File: src/rtl/rx_fifo_buffer.sv
// Receive-side FIFO for the UART receiver: captures packets on load_buffer and
// presents the oldest unread byte first-word-fall-through, with overrun status.
module rx_fifo_buffer #(
    parameter int DATA_BITS = 8,
    parameter int DEPTH     = 4
) (
    input  logic                   clk,
    input  logic                   n_rst,
    input  logic                   load_buffer,
    input  logic [DATA_BITS-1:0]   packet_data,
    input  logic                   data_read,
    output logic [DATA_BITS-1:0]   rx_data,
    output logic                   data_ready,
    output logic                   overrun_error,
    output logic [$clog2(DEPTH):0] fifo_count
);

    localparam int PTR_W = $clog2(DEPTH);
    localparam int CNT_W = PTR_W + 1;
    localparam logic [CNT_W-1:0] FULL_CNT = CNT_W'(DEPTH);

    logic [DATA_BITS-1:0] mem_q [DEPTH];
    logic [PTR_W-1:0]     wr_ptr_q, wr_ptr_d;
    logic [PTR_W-1:0]     rd_ptr_q, rd_ptr_d;
    logic [CNT_W-1:0]     count_q, count_d;
    logic                 overrun_q, overrun_d;

    logic is_full;
    logic is_empty;
    logic do_push;
    logic do_pop;
    logic do_drop;

    // NOTE: every signal assigned here gets a default first, so no path can
    // leave it unassigned and infer a latch.
    always_comb begin
        is_full   = 1'b0;
        is_empty  = 1'b0;
        do_push   = 1'b0;
        do_pop    = 1'b0;
        do_drop   = 1'b0;
        wr_ptr_d  = wr_ptr_q;
        rd_ptr_d  = rd_ptr_q;
        count_d   = count_q;
        overrun_d = overrun_q;

        is_full  = (count_q == FULL_CNT);
        is_empty = (count_q == '0);

        // A full FIFO still accepts a packet when the host frees a slot in the same cycle.
        do_pop  = data_read && !is_empty;
        do_push = load_buffer && (!is_full || data_read);
        do_drop = load_buffer && is_full && !data_read;

        if (do_push) begin
            wr_ptr_d = wr_ptr_q + PTR_W'(1);
        end
        if (do_pop) begin
            rd_ptr_d = rd_ptr_q + PTR_W'(1);
        end

        case ({do_push, do_pop})
            2'b10:   count_d = count_q + CNT_W'(1);
            2'b01:   count_d = count_q - CNT_W'(1);
            default: count_d = count_q;
        endcase

        if (do_drop) begin
            overrun_d = 1'b1;
        end else if (data_read) begin
            overrun_d = 1'b0;
        end
    end

    // NOTE: sequential state uses non-blocking assignments so every flop
    // samples the pre-edge values regardless of statement order.
    always_ff @(posedge clk or negedge n_rst) begin
        if (!n_rst) begin
            wr_ptr_q  <= '0;
            rd_ptr_q  <= '0;
            count_q   <= '0;
            overrun_q <= 1'b0;
        end else begin
            wr_ptr_q  <= wr_ptr_d;
            rd_ptr_q  <= rd_ptr_d;
            count_q   <= count_d;
            overrun_q <= overrun_d;
        end
    end

    // NOTE: the storage array is deliberately not reset; its contents are
    // unobservable because rx_data is masked whenever the FIFO is empty.
    always_ff @(posedge clk) begin
        if (do_push) begin
            mem_q[wr_ptr_q] <= packet_data;
        end
    end

    assign rx_data       = is_empty ? '0 : mem_q[rd_ptr_q];
    assign data_ready    = !is_empty;
    assign overrun_error = overrun_q;
    assign fifo_count    = count_q;

endmodule

File: config.mk
export PLATFORM = sky130hd
export DESIGN_NAME = rx_fifo_buffer
export DESIGN_NICKNAME = d
export VERILOG_FILES = /design/src/rtl/rx_fifo_buffer.sv
export SDC_FILE = /design/constraint.sdc
export NUM_CORES = 1
export LEC_CHECK = 0
export BUFFER_PORTS_ARGS = -buffer_cell sky130_fd_sc_hd__buf_2
export CAP_MARGIN = 40
export CORE_MARGIN = 3
export CORE_UTILIZATION = 35
export DETAILED_ROUTE_END_ITERATION = 10
export GPL_TIMING_DRIVEN = 0
export SYNTH_ARGS = -nofsm -noshare
export SYNTH_HDL_FRONTEND = slang
export SYNTH_SLANG_ARGS = --single-unit
File: constraint.sdc
create_clock -name clk -period 2.3 [get_ports clk]
set_clock_uncertainty 0.05 [all_clocks]
set_input_delay 0.23 -clock clk [delete_from_list [all_inputs] [get_ports clk]]
set_output_delay 0.23 -clock clk [all_outputs]
set_load 0.03 [all_outputs]
==> metrics.yaml <==
status: "finished, final reports clean"
num_rows: 24
grtUsageTotal_pct: 10.7
grt_max_degree: 14
synth_cells: 91
crit_top_cell: "xor2_1"
layout.nets: 146
area_growth_pct: 20.1
ys_seq_elements: 40
ir_worst_vdd_v: 0.000403
total_power_mw: 2.73
h-tree-depth: 2
setup_viol: 0
layout.cells.non_filler: 181
hold_violations: 0
critPathKind: "reg -> reg"
grt_pass1_wl_mm: 4.15
cap_violations: 0
endpoint_kind: "flop"
clk-insertion-delay-late_ps: 280
antenna_found_initial: 0
dp.cells: 167
power.density_nw_per_um2: 1350
grt_pass1_vias: 883
coreArea_um2: 4470
max_freq_ghz: 0.458
crit_chain: "or3b_1, o21a_4, inv_4, ha_4, inv_1, fa_2, xor2_1, nor2_1, xor2_1"
diodes: 0
root_buffer: "clkbuf_8"
drtIter0Drc: 33
crit_required_ps: 2460
critical_path.max_stage_delay_ps: 410
start_util_pct: 37.5
ys_seq_area_share_pct: 69.3
syn-num-nets: 109
place.gp.congestion: 0.711
cts_tree: "done"
drtPass1Iterations: 4
drc_errors: 0
io_buffers: 24
netlist-cell-type-count: 20
vias_per_cell: 4.78
cpMaxStageDelayCell: "dfrtp_1"
postSynthAreaPerCell_um2: 18.4
cts_buffer_depth: 2
drive_above_1_share_pct: 44.2
dpl.hpwl_mm: 1.89
routedWlPerCell_um: 15.8
syn_area_um2: 1680
vias: 866
power.leakage_nw: 0.780
startpoint_type: "flop"
routed_wirelength_mm: 2.85
finalCriticalPeriod_ps: 2190
dieHeight_um: 75.2
holdCritPathClass: "in -> reg"
drv_slew: 0
tightest_slew_ps: 586
cts.sinks: 40
numCtsBuffers: 5
die_w_um: 75.2
cp_max_fo: 4
period_share_pct: 95.0
dieArea_um2: 5660
clk_pin_slew_ps: 80
drtAntennaViolNets: 0
grt_overflow_total: 0
maxSlewHeadroom_pct: 60.9
cp.arrival_ps: 2340
ys_warn_count: 0
ios: 25
==> power breakdown <==
part	internal (mW)	switching, mW
combinational	0.512	0.722
clock	0.211	0.235
sequential	0.975	0.0713
total	1.70	1.03
==> final timing paths <==
check / endpoint / slack [ps] / depth (start not counted) / startpoint
max in group asynchronous: rd_ptr_q[0]$_DFFE_PN0P_ / 1750 / 2 / n_rst
max: fifo_count[2]$_DFFE_PN0P_ / 110 / 9 / fifo_count[0]$_DFFE_PN0P_
min: mem_q[0][4]$_DFFE_PP_ / 100 / 1 / packet_data[4]
max reg2reg: fifo_count[2]$_DFFE_PN0P_ / 110 / 9 / fifo_count[0]$_DFFE_PN0P_
min reg2reg: overrun_error$_DFFE_PN0P_ / 470 / 2 / overrun_error$_DFFE_PN0P_
min in group asynchronous: fifo_count[1]$_DFFE_PN0P_ / 270 / 2 / n_rst
==> flip-flops by register name, summed over array words and instances, names as in the netlist <==
signal         count
fifo_count         3
rd_ptr_q           2
wr_ptr_q           2
overrun_error      1
mem_q             32
==> area by class of cell <==
class | count | area, um2
fill | 390 | 2460
clock inverter | 3 | 18.8
tap | 52 | 65.1
clock buffer | 5 | 68.8
sequential | 40 | 1160
multi-input combinational | 42 | 494
inverter | 6 | 25.0
timing repair buffer | 30 | 168
buffer | 3 | 13.8
==> synth_stat cells <==
library cell,instances,share of area [%]
ha_1,5,3.7
or3b_1,1,0.52
dfrtp_1,8,12
mux2_4,1,0.90
mux4_2,8,11
and2_1,9,3.4
fa_1,1,1.2
or3_2,1,0.45
buf_2,2,0.60
edfxtp_1,32,57
xnor2_1,3,1.6
o21a_4,1,0.90
a41oi_1,1,0.52
xor2_1,3,1.6
inv_1,6,1.3
mux2i_1,1,0.60
and2_2,4,1.8
clkbuf_1,1,0.22
nor2_1,2,0.45
nand3_1,1,0.30
==> cells by family (layout without fill, tap and decap cells) <==
| family | Yosys count | after routing | share of synthesized area, % |
|---|---|---|---|
| and+or+nand+nor | 18 | 18 | 6.87 |
| adders and majority gates | 6 | 6 | 4.93 |
| AOI/OAI and AO/OA | 2 | 2 | 1.42 |
| DFF | 40 | 40 | 69.3 |
| xor gates and xnor gates | 6 | 6 | 3.13 |
| buffers and inverters | 9 | 47 | 2.16 |
| muxes | 10 | 10 | 12.2 |
==> worst max-delay path: cells and delay by family, from the launching register on <==
family,cells,cell delay [ps]
compound gates,1,240
xor+xnor,2,300
fa+ha+maj,2,450
buf+inv,2,100
flops,1,410
simple gates,2,540
==> stage by stage <==
step	setup TNS, ps	hold slack (ps)	cell area, um2	utilization, %	worst slack [ps]
global placement	0	30.6	1860	41.6	89.1
finish	0	102	2010	45.0	115
global route	-39.6	91.7	2010	45.0	-39.6
CTS	0	91.0	1960	43.8	17.1
floorplan	0	-116	1680	-	9.65
detailed placement	0	41.7	1860	41.6	61.8
==> timing repair <==
item / CTS / global route
resized for setup: 0 / 5
hold buffers: 1 / 0
endpoints found under the hold margin: 8 / 0
setup endpoints to repair: 0 / 1
setup buffers: 0 / 5
==> per-layer routing <==
layer  vias up  part of all wire [%]  wire length (um)  global-route usage [%]
li1        407                     -                 -                       -
met1       439                    41              1170                    11.1
met2        16                    53              1500                    19.5
met3         4                   5.2               147                    3.87
met4         0                   1.1                31                    4.08
met5         -                     0                 0                       0
==> cell usage in the layout (no fill, tap or decap), types with 4 or more instances in the layout <==
cell type / n
inv_1: 5
ha_1: 4
clkbuf_8: 5
and2_1: 9
buf_4: 5
mux4_2: 8
edfxtp_1: 32
and2_2: 4
buf_2: 26
dfrtp_1: 8
Power figures use the tool's default switching activity.
